File: src/rtl/arith_pkg.sv
// Shared types for the handshaked signed arithmetic unit.
package arith_pkg;

    typedef enum logic [1:0] {
        OP_ADD     = 2'd0,
        OP_SUB     = 2'd1,
        OP_MUL     = 2'd2,
        OP_ABSDIFF = 2'd3
    } op_e;

    typedef enum logic [1:0] {
        S_IDLE = 2'd0,
        S_MUL  = 2'd1,
        S_DONE = 2'd2
    } state_e;

endpackage

File: src/rtl/arith_unit_if.sv
// Valid/ready operand and result channels of arith_unit; operands are BITS/2 wide, result BITS.
interface arith_unit_if #(
    parameter int unsigned BITS = 16
);
    localparam int unsigned N = BITS / 2;

    logic                   in_valid;
    logic                   in_ready;
    logic [1:0]             op;
    logic signed [N-1:0]    a_in;
    logic signed [N-1:0]    b_in;
    logic                   out_valid;
    logic                   out_ready;
    logic signed [BITS-1:0] result;
    logic                   zero;

    modport master (
        output in_valid, op, a_in, b_in, out_ready,
        input  in_ready, out_valid, result, zero
    );

    modport slave (
        input  in_valid, op, a_in, b_in, out_ready,
        output in_ready, out_valid, result, zero
    );

endinterface

File: src/rtl/seq_mult_u.sv
// Unsigned N-bit shift-add multiplier; the start edge also performs the first iteration,
// so the full product is presented (combinationally) while done is high, N-1 cycles later.
module seq_mult_u #(
    parameter int unsigned N = 8
) (
    input  logic           clk,
    input  logic           rst_n,
    input  logic           start,
    input  logic [N-1:0]   mcand,
    input  logic [N-1:0]   mplier,
    output logic           done,
    output logic [2*N-1:0] product
);
    localparam int unsigned CntW = (N > 2) ? $clog2(N) : 1;

    logic             busy_q;
    logic [CntW-1:0]  cnt_q;
    logic [N-1:0]     mcand_q;
    logic [2*N-1:0]   p_q;

    logic [2*N-1:0]   src_p;
    logic [N-1:0]     src_m;
    logic [N:0]       sum;
    logic [2*N-1:0]   step;

    // Upper half accumulates partial sums; lower half shifts the multiplier out LSB first.
    always_comb begin
        src_p   = start ? {{N{1'b0}}, mplier} : p_q;
        src_m   = start ? mcand : mcand_q;
        sum     = {1'b0, src_p[2*N-1:N]} + {1'b0, (src_p[0] ? src_m : {N{1'b0}})};
        step    = {sum, src_p[N-1:1]};
        done    = busy_q && (cnt_q == CntW'(N - 2));
        product = step;
    end

    always_ff @(posedge clk or negedge rst_n) begin
        if (!rst_n) begin
            busy_q  <= 1'b0;
            cnt_q   <= '0;
            mcand_q <= '0;
            p_q     <= '0;
        end else if (start) begin
            busy_q  <= 1'b1;
            cnt_q   <= '0;
            mcand_q <= mcand;
            p_q     <= step;
        end else if (busy_q) begin
            p_q   <= step;
            cnt_q <= cnt_q + CntW'(1);
            if (done) begin
                busy_q <= 1'b0;
            end
        end
    end

endmodule

File: src/rtl/arith_unit.sv
// Handshaked signed ADD/SUB/MUL/ABSDIFF unit: single-cycle ALU ops, shift-add MUL,
// result held in DONE until the consumer takes it.
module arith_unit
    import arith_pkg::*;
#(
    parameter int unsigned BITS = 16
) (
    input  logic      clk,
    input  logic      rst_n,
    arith_unit_if.slave bus
);
    localparam int unsigned N = BITS / 2;

    typedef struct packed {
        op_e                 op;
        logic signed [N-1:0] a;
        logic signed [N-1:0] b;
    } opnd_t;

    opnd_t                  opnd;
    state_e                 state_q, state_d;
    logic signed [BITS-1:0] result_q, result_d;
    logic                   zero_q, zero_d;
    logic                   sign_q, sign_d;

    logic                   accept;
    logic signed [BITS-1:0] a_ext, b_ext, sum, dif, absdif, alu_res;
    logic [N-1:0]           a_u, b_u, mag_a, mag_b;
    logic                   mul_start, mul_done;
    logic [BITS-1:0]        mul_prod;
    logic signed [BITS-1:0] mul_res;

    always_comb begin
        opnd.op = op_e'(bus.op);
        opnd.a  = bus.a_in;
        opnd.b  = bus.b_in;
    end

    assign bus.in_ready  = (state_q == S_IDLE) && rst_n;
    assign bus.out_valid = (state_q == S_DONE);
    assign bus.result    = result_q;
    assign bus.zero      = zero_q;
    assign accept        = bus.in_valid && bus.in_ready;

    // Full-width arithmetic on sign-extended operands; none of these can overflow BITS.
    always_comb begin
        a_ext  = {{N{opnd.a[N-1]}}, opnd.a};
        b_ext  = {{N{opnd.b[N-1]}}, opnd.b};
        sum    = a_ext + b_ext;
        dif    = a_ext - b_ext;
        absdif = dif[BITS-1] ? -dif : dif;
        case (opnd.op)
            OP_ADD:     alu_res = sum;
            OP_SUB:     alu_res = dif;
            OP_ABSDIFF: alu_res = absdif;
            default:    alu_res = '0;
        endcase
    end

    // |-2^(N-1)| wraps to 2^(N-1), which is exact as an N-bit unsigned magnitude.
    always_comb begin
        a_u     = opnd.a;
        b_u     = opnd.b;
        mag_a   = a_u[N-1] ? -a_u : a_u;
        mag_b   = b_u[N-1] ? -b_u : b_u;
        mul_res = sign_q ? -$signed(mul_prod) : $signed(mul_prod);
    end

    seq_mult_u #(
        .N(N)
    ) u_mult (
        .clk     (clk),
        .rst_n   (rst_n),
        .start   (mul_start),
        .mcand   (mag_a),
        .mplier  (mag_b),
        .done    (mul_done),
        .product (mul_prod)
    );

    always_comb begin
        state_d   = state_q;
        result_d  = result_q;
        zero_d    = zero_q;
        sign_d    = sign_q;
        mul_start = 1'b0;
        unique case (state_q)
            S_IDLE: begin
                if (accept) begin
                    if (opnd.op == OP_MUL) begin
                        mul_start = 1'b1;
                        sign_d    = opnd.a[N-1] ^ opnd.b[N-1];
                        state_d   = S_MUL;
                    end else begin
                        result_d = alu_res;
                        zero_d   = (alu_res == '0);
                        state_d  = S_DONE;
                    end
                end
            end
            S_MUL: begin
                if (mul_done) begin
                    result_d = mul_res;
                    zero_d   = (mul_res == '0);
                    state_d  = S_DONE;
                end
            end
            S_DONE: begin
                if (bus.out_ready) begin
                    state_d = S_IDLE;
                end
            end
            default: state_d = S_IDLE;
        endcase
    end

    always_ff @(posedge clk or negedge rst_n) begin
        if (!rst_n) begin
            state_q  <= S_IDLE;
            result_q <= '0;
            zero_q   <= 1'b0;
            sign_q   <= 1'b0;
        end else begin
            state_q  <= state_d;
            result_q <= result_d;
            zero_q   <= zero_d;
            sign_q   <= sign_d;
        end
    end

endmodule

File: src/flat_wrapper.sv
// flat-port wrapper written by rule: the top's interface ports become plain ports
module arith_unit_flat import arith_pkg::*;
#(
    parameter int unsigned BITS = 16
)
  (clk, rst_n, bus_in_valid, bus_op, bus_a_in, bus_b_in, bus_out_ready, bus_in_ready, bus_out_valid, bus_result, bus_zero);
  arith_unit_if #(.BITS(BITS)) bus_i ();
  input  logic clk;
  input  logic rst_n;
  input wire logic [$bits(bus_i.in_valid)-1:0] bus_in_valid;
  input wire logic [$bits(bus_i.op)-1:0] bus_op;
  input wire logic [$bits(bus_i.a_in)-1:0] bus_a_in;
  input wire logic [$bits(bus_i.b_in)-1:0] bus_b_in;
  input wire logic [$bits(bus_i.out_ready)-1:0] bus_out_ready;
  output wire logic [$bits(bus_i.in_ready)-1:0] bus_in_ready;
  output wire logic [$bits(bus_i.out_valid)-1:0] bus_out_valid;
  output wire logic [$bits(bus_i.result)-1:0] bus_result;
  output wire logic [$bits(bus_i.zero)-1:0] bus_zero;
  assign bus_i.in_valid = bus_in_valid;
  assign bus_i.op = bus_op;
  assign bus_i.a_in = bus_a_in;
  assign bus_i.b_in = bus_b_in;
  assign bus_i.out_ready = bus_out_ready;
  assign bus_in_ready = bus_i.in_ready;
  assign bus_out_valid = bus_i.out_valid;
  assign bus_result = bus_i.result;
  assign bus_zero = bus_i.zero;
  arith_unit #(.BITS(BITS)) u_core (.clk(clk), .rst_n(rst_n), .bus(bus_i));
endmodule
File: config.mk
export PLATFORM = sky130hd
export DESIGN_NAME = arith_unit_flat
export DESIGN_NICKNAME = d
export VERILOG_FILES = /design/src/rtl/arith_pkg.sv /design/src/rtl/arith_unit_if.sv /design/src/rtl/seq_mult_u.sv /design/src/rtl/arith_unit.sv /design/src/flat_wrapper.sv
export SDC_FILE = /design/constraint.sdc
export NUM_CORES = 1
export LEC_CHECK = 0
export ABC_AREA = 1
export BUFFER_PORTS_ARGS = -buffer_cell sky130_fd_sc_hd__buf_2
export CORE_UTILIZATION = 56
export DETAILED_ROUTE_END_ITERATION = 12
export GPL_ROUTABILITY_DRIVEN = 0
export PLACE_DENSITY = 0.87
export RECOVER_POWER = 100
export SLEW_MARGIN = 20
export SYNTH_ARGS = -nofsm -noshare
export SYNTH_HDL_FRONTEND = slang
export SYNTH_HIERARCHICAL = 1
export SYNTH_SLANG_ARGS = --single-unit
File: constraint.sdc
create_clock -name clk -period 6.4 [get_ports clk]
set_clock_uncertainty 0.05 [all_clocks]
set_input_delay 0.64 -clock clk [delete_from_list [all_inputs] [get_ports clk]]
set_output_delay 0.64 -clock clk [all_outputs]
set_load 0.02 [all_outputs]
==> impl_metrics.tcl, run 1 <==
set metrics [dict create \
    worst_slack_ps 1240 \
    preCtsSetupSlack_ps 1430 \
    grtUsageTotal 0.277 \
    clockRootBuffer "clkbuf_8" \
    rsz0062_at_grt "false" \
    worst_path_max_delay_cell "nor2_1" \
    io_pins 41 \
    ir_drop_uv 212 \
    clockBufferDepth 2 \
    post_cts_buffers 0 \
    numPortBuffers 40 \
    drt_iter0_drc 357 \
    worstSetupPathType "input port to flip-flop" \
    drtPass1Iterations 5 \
    setup_viol 0 \
    worstMarginPinSlew_ps 2570 \
    slew_violations 49 \
    power.leakage_nw 2.60 \
    fp.dieH_um 93.6 \
    grt_pass1_vias 4388 \
    die_w_um 93.6 \
    outcome "finished, violations left" \
    finalInstanceArea_mm2 0.00492 \
    setup-tns-final_ps 0 \
    ys_top_cells_by_count "186 x nand2_1, 112 x inv_1, 74 x nor2_1, 53 x nand3_1, 48 x dfrtp_1" \
    diodes 0 \
    cts_tree "built" \
    cts-buffers-inserted 5 \
    path_common_cell "nor2_1" \
    synthToLayoutAreaGrowth_pct 4.77 \
    dp_hpwl_mm 9.08 \
    grt_antenna_before_repair 0 \
    grt_max_degree 49 \
    min_period_over_period 0.806 \
    cts_sinks 48 \
    crit_chain "buf_2 -> inv_1 -> nor2_1 -> inv_1 -> nor2_1 -> inv_2 -> or2_2 -> o21ai_0 -> nor2_1 -> ha_1 -> or2_0 -> nand3b_1 -> nand3_1 -> and2_1 -> or2_2 -> nor3_1 -> nand3_1 -> nand3b_1 -> nand2_1 -> nor2_1 -> nand3_1 -> nor2_1 -> nor2_1 -> a21oi_1" \
    fp-row-count 33 \
    failed_checks "max-capacitance violations, max-slew violations" \
    p_per_area_mw_per_mm2 385 \
    vias 4672 \
    syn_inst 713 \
    required_ps 6580 \
    grt_pass1_wl_mm 19.3 \
    final_net_count 800 \
    ys_ff_latch 48 \
    cp.arrival_ps 5330 \
    wl_per_cell_um 13.4 \
    synth_fp_nets 768 \
    cp_max_fo 18 \
    crit_path_end_kind "flip-flop" \
    crit_path_max_incr_delay_ps 1010 \
    core_mm2 0.00818 \
    synth.distinct_cells 47 \
    die-area_mm2 0.00876 \
    drt-vias-per-instance 5.50 \
    hold_violations 0 \
    timing.final.crit_period_ps 5160 \
    synth-main-ff-cell "dfrtp_1" \
    hp-class "flip-flop to flip-flop" \
    seq_area_frac_synth 0.256 \
    fmax_mhz 194 \
    drv_cap 1 \
    synth_top_area_frac 0.256 \
    synth_area_leaders "dfrtp_1 26%, nand2_1 15%, inv_1 8.9%, ha_1 8.0%, nor2_1 5.9%" \
    start_util 0.575 \
    synth-edff-count 0 \
    hold_buffers 0 \
    synth_area_mm2 0.00470 \
    avgSynthCellArea_um2 6.59 \
    async_reset_ff_frac 1.00 \
    synth_most_common_cell "nand2_1" \
    yosysTopAreaCell "dfrtp_1" \
    htreeDepth 2 \
    overflow 0 \
    placed_cell_area_mm2 0.00490 \
    critPathLaunchType "input port" \
    clock_latency_ps 300 \
    routed_wl_mm 11.4 \
    drcViolationCount 0 \
    path_clk_slew_ps 80 \
    ys.warnings.count 6 \
    cts_resized 0 \
    slew_headroom -0.713 \
    postRouteAntennaNets 0 \
    ff2ff_setup_slack_ps 1340 \
    drive_above_1_share 0.0899 \
]
[registers in the layout, summed over array words and instances (netlist names)]
name                   cells
u_core/bus.zero            1
u_core/state_q             2
u_core/u_mult/busy_q       1
u_core/sign_q              1
u_core/u_mult/mcand_q      8
u_core/bus.result         16
u_core/u_mult/p_q         16
u_core/u_mult/cnt_q        3
[metrics by stage]
| stage | hold slack (ps) | std cells | total power, mW | utilization |
|---|---|---|---|---|
| after floorplan | 294 | 713 | 1.47 | - |
| after global placement | 403 | 843 | 1.68 | 0.600 |
| after detailed placement | 411 | 843 | 1.74 | 0.600 |
| after CTS | 410 | 850 | 1.92 | 0.609 |
| after global routing | 461 | 850 | 2.09 | 0.602 |
| final | 444 | 850 | 1.90 | 0.602 |
[path summary, 6_finish.rpt]
kind | endpoint | depth (start not counted) | start
max | u_core/bus.zero | 24 | bus_op[1]
min | u_core/u_mult/p_q[13] | 2 | u_core/u_mult/p_q[13]
max reg2reg | u_core/bus.zero | 22 | u_core/state_q[0]
min reg2reg | u_core/u_mult/p_q[13] | 2 | u_core/u_mult/p_q[13]
max in group asynchronous | u_core/u_mult/mcand_q[0] | 2 | rst_n
min in group asynchronous | u_core/state_q[1] | 2 | rst_n
[cell families after synthesis]
family | Yosys count | synth area share
adder cells (fa/ha/maj) | 33 | 0.0927
XOR/XNOR | 20 | 0.0373
AND/OR/NAND/NOR | 370 | 0.354
buffers and inverters | 136 | 0.128
flip-flops | 48 | 0.256
AO/OA/AOI/OAI | 106 | 0.133
[report_power, final]
part | internal, mW | switching [mW] | leakage, nW
clock | 0.0745 | 0.0968 | 0.0410
sequential | 0.442 | 0.0750 | 0.596
combinational | 0.406 | 0.801 | 1.96
total | 0.922 | 0.973 | 2.60
[critical path, delay by kind of cell]
family	cells	cell delay, ps
adder cells (fa/ha/maj)	1	320
buffers and inverters	4	650
AO/OA/AOI/OAI	2	260
AND/OR/NAND/NOR	17	3450
[layout make-up]
| type | count | area, µm² |
|---|---|---|
| Inverter | 118 | 447 |
| Timing Repair Buffer | 43 | 188 |
| Fill cell | 769 | 3250 |
| Sequential cell | 48 | 1200 |
| Tap cell | 105 | 131 |
| Multi-Input combinational cell | 529 | 2880 |
| Clock inverter | 1 | 5.00 |
| Clock buffer | 6 | 72.6 |
[metal layers]
layer,vias up,GRT usage,wire [µm]
li1,2314,-,-
met1,2132,0.349,5030
met2,189,0.477,5250
met3,37,0.0447,763
met4,0,0.0987,362
met5,-,0,0
[cells in the final DEF (no fill, tap or decap), types with 6 or more instances in the layout]
master,Yosys,final
o21ai_0,43,52
or2_2,9,9
nand2_1,186,186
nor3_1,6,6
nand3_2,6,6
ha_1,30,30
a21oi_1,26,26
xor2_1,17,17
buf_2,4,21
nand3_1,53,53
clkbuf_1,2,23
nor2_1,74,75
nand4_1,6,6
inv_1,112,112
dfrtp_1,48,48
nand2_2,6,6
Power figures use the tool's default switching activity.
==> inputs of run 2 (changes only) <==
--- a/config.mk
+++ b/config.mk
@@ -5,7 +5,7 @@
 export SDC_FILE = /design/constraint.sdc
 export NUM_CORES = 1
 export LEC_CHECK = 0
-export ABC_AREA = 1
+export ABC_AREA = 0
 export BUFFER_PORTS_ARGS = -buffer_cell sky130_fd_sc_hd__buf_2
 export CORE_UTILIZATION = 56
 export DETAILED_ROUTE_END_ITERATION = 12
==> constraint.sdc (replaced) <==
create_clock -name clk -period 5.16 [get_ports clk]
set_clock_uncertainty 0.05 [all_clocks]
set_input_delay 0.516 -clock clk [delete_from_list [all_inputs] [get_ports clk]]
set_output_delay 0.516 -clock clk [all_outputs]
set_load 0.02 [all_outputs]
==> run 2 against run 1 <==
The flow still finishes with violations (max-capacitance violations, max-slew violations). Register-to-register slack lost 900 ps. Wire length decreased by 0.14%. Count of clock-buffer cells in the layout unchanged. Clock power is 40% higher. Non-clock buffer count up 2. Design area fell by 2.5%. Via count shrank 11%. Critical endpoint unchanged.
==> impl_metrics.tcl, run 2 <==
set metrics [dict create \
    start_util 0.582 \
    synth_fp_nets 589 \
    power.leakage_nw 2.06 \
    cts_sinks 48 \
    path_clk_slew_ps 90 \
    synth_top_area_frac 0.267 \
    cts_tree "built" \
    final_net_count 617 \
    timing.final.crit_period_ps 4740 \
    crit_path_max_incr_delay_ps 450 \
    finalInstanceArea_mm2 0.00480 \
    worst_path_max_delay_cell "fa_1" \
    setup-tns-final_ps 0 \
    async_reset_ff_frac 1.00 \
    cts_resized 0 \
    drt_iter0_drc 338 \
    path_common_cell "nor2b_1" \
    vias 4162 \
    grt_pass1_wl_mm 19.1 \
    io_pins 41 \
    hold_buffers 0 \
    slew_violations 50 \
    power_mw 2.75 \
    placed_cell_area_mm2 0.00473 \
    ir_drop_uv 303 \
    slew_headroom -0.722 \
    fp.dieH_um 91.6 \
    r2r-start "u_core/state_q[1]" \
    die_w_um 91.6 \
    drt-vias-per-instance 6.26 \
    yosysTopAreaCell "dfrtp_1" \
    die-area_mm2 0.00839 \
    synth_area_mm2 0.00450 \
    grt_max_degree 50 \
    outcome "finished, violations left" \
    grtUsageTotal 0.282 \
    synth_most_common_cell "nor2_1" \
    min_period_over_period 0.919 \
    failed_checks "max-capacitance violations, max-slew violations" \
    avgSynthCellArea_um2 8.42 \
    worstMarginPinSlew_ps 2580 \
    clockRootBuffer "clkbuf_8" \
    core_mm2 0.00773 \
    hold_end "u_core/state_q[1]" \
    ys_ff_latch 48 \
    cp_max_fo 30 \
    seq_area_frac_synth 0.267 \
    ys.warnings.count 6 \
    diodes 0 \
    htreeDepth 2 \
    drtPass1Iterations 5 \
    crit_chain "buf_2 -> nor2b_1 -> and3_1 -> buf_12 -> mux2_2 -> nor2b_1 -> fa_1 -> a211oi_1 -> o21bai_1 -> a21oi_2 -> xnor2_1 -> o41ai_2 -> xor2_1 -> nand4_1 -> nor4b_1 -> a31oi_1 -> o31ai_1" \
    synth.distinct_cells 75 \
    clockBufferDepth 2 \
    crit_buf_inv 2 \
    drv_cap 1 \
    hold_violations 0 \
    timing.rr.end "u_core/bus.zero" \
    required_ps 5330 \
    ff2ff_setup_slack_ps 440 \
    cp.arrival_ps 4920 \
    ys_top_cells_by_count "55 x nor2_1, 52 x nand2_1, 48 x dfrtp_1, 33 x inv_1, 30 x ha_1" \
    dp_hpwl_mm 8.82 \
    setup_viol 0 \
    p_per_area_mw_per_mm2 573 \
    clock_latency_ps 310 \
    grt_pass1_vias 4072 \
    overflow 0 \
    worstSetupPathType "input port to flip-flop" \
    final_cell_mix "55 x nor2_1, 52 x nand2_1, 48 x dfrtp_1, 33 x inv_1, 30 x ha_1" \
    hold_depth 2 \
    ff2ff_path_depth 16 \
    rsz0062_at_grt "false" \
    syn_inst 534 \
    hold_ws_ps 347 \
    synthToLayoutAreaGrowth_pct 6.68 \
    postRouteAntennaNets 0 \
    fp-row-count 32 \
    critPathLaunchType "input port" \
    wl_per_cell_um 17.1 \
    routed_wl_mm 11.4 \
    hp-class "input port to flip-flop" \
    synth_area_leaders "dfrtp_1 27%, ha_1 8.3%, xnor2_1 5.3%, mux2_2 4.8%, nor2_1 4.6%" \
    drive_above_1_share 0.119 \
    synth-main-ff-cell "dfrtp_1" \
    synth-edff-count 0 \
    crit_path_end_kind "flip-flop" \
    fmax_mhz 211 \
    post_cts_buffers 0 \
    drcViolationCount 0 \
    grt_antenna_before_repair 0 \
    crit_family "compound AO/OA/AOI/OAI gates" \
    cts-buffers-inserted 5 \
    numPortBuffers 40 \
    hp-start "bus_out_ready" \
    final_common_cell "nor2_1" \
]
[run 2: where the power goes]
group	switching [mW]	leakage (nW)	internal [mW]	total, mW
Combinational	1.14	1.44	0.713	1.85
Clock	0.131	0.0434	0.109	0.240
Sequential	0.109	0.584	0.548	0.656
[run 2: cell type report]
cell class	count	area, µm²
Clock buffer	6	82.6
Sequential cell	48	1200
Fill cell	660	2930
Tap cell	102	128
Multi-Input combinational cell	429	3030
Timing Repair Buffer	45	219
Clock inverter	2	15.0
Inverter	33	124
[run 2: worst max path at each step]
| stage | startpoint | end | cells past startpoint |
|---|---|---|---|
| 2_1_floorplan | u_core/state_q[0] | u_core/bus.zero | 18 |
| 3_3_place_gp | bus_op[1] | u_core/bus.zero | 17 |
| 3_5_place_dp | bus_op[1] | u_core/bus.zero | 17 |
| 4_1_cts | u_core/state_q[1] | u_core/bus.zero | 16 |
| 6_report | bus_op[1] | u_core/bus.zero | 17 |
| 5_1_grt | u_core/state_q[1] | u_core/bus.zero | 16 |
[run 2: cell families (layout without fill, tap and decap cells)]
logic type / Yosys count / in the layout / synth area share
AND/OR/NAND/NOR: 198 / 198 / 0.226
AO/OA/AOI/OAI: 135 / 135 / 0.216
buffers and inverters: 57 / 86 / 0.0587
flip-flops: 48 / 48 / 0.267
XOR/XNOR: 40 / 40 / 0.0779
adder cells (fa/ha/maj): 33 / 33 / 0.0968
multiplexers: 23 / 23 / 0.0576
[run 2: through the flow]
step	setup WS, ps	std cells	util
2_1_floorplan	201	534	-
3_3_place_gp	446	657	0.613
3_5_place_dp	243	657	0.613
4_1_cts	536	665	0.625
5_1_grt	139	665	0.621
6_report	417	665	0.621
[run 2: per-layer routing]
layer  up-vias  GRT usage  share of wire
met3        38     0.0439          0.070
met4         0      0.134          0.033
met1      1954      0.357           0.44
met5         -          0              0
met2       200      0.472           0.46
li1       1970          -              -
[run 2: worst register-to-register path, stage by stage, from the launching register on]
cell	delay, ps
dfrtp_1	450
nor3b_1	280
and3_1	380
buf_12	240
mux2_2	380
nor2b_1	170
fa_1	450
a211oi_1	410
o21bai_1	220
a21oi_2	200
xnor2_1	160
o41ai_2	410
xor2_1	220
nand4_1	110
nor4b_1	310
a31oi_1	120
o31ai_1	70
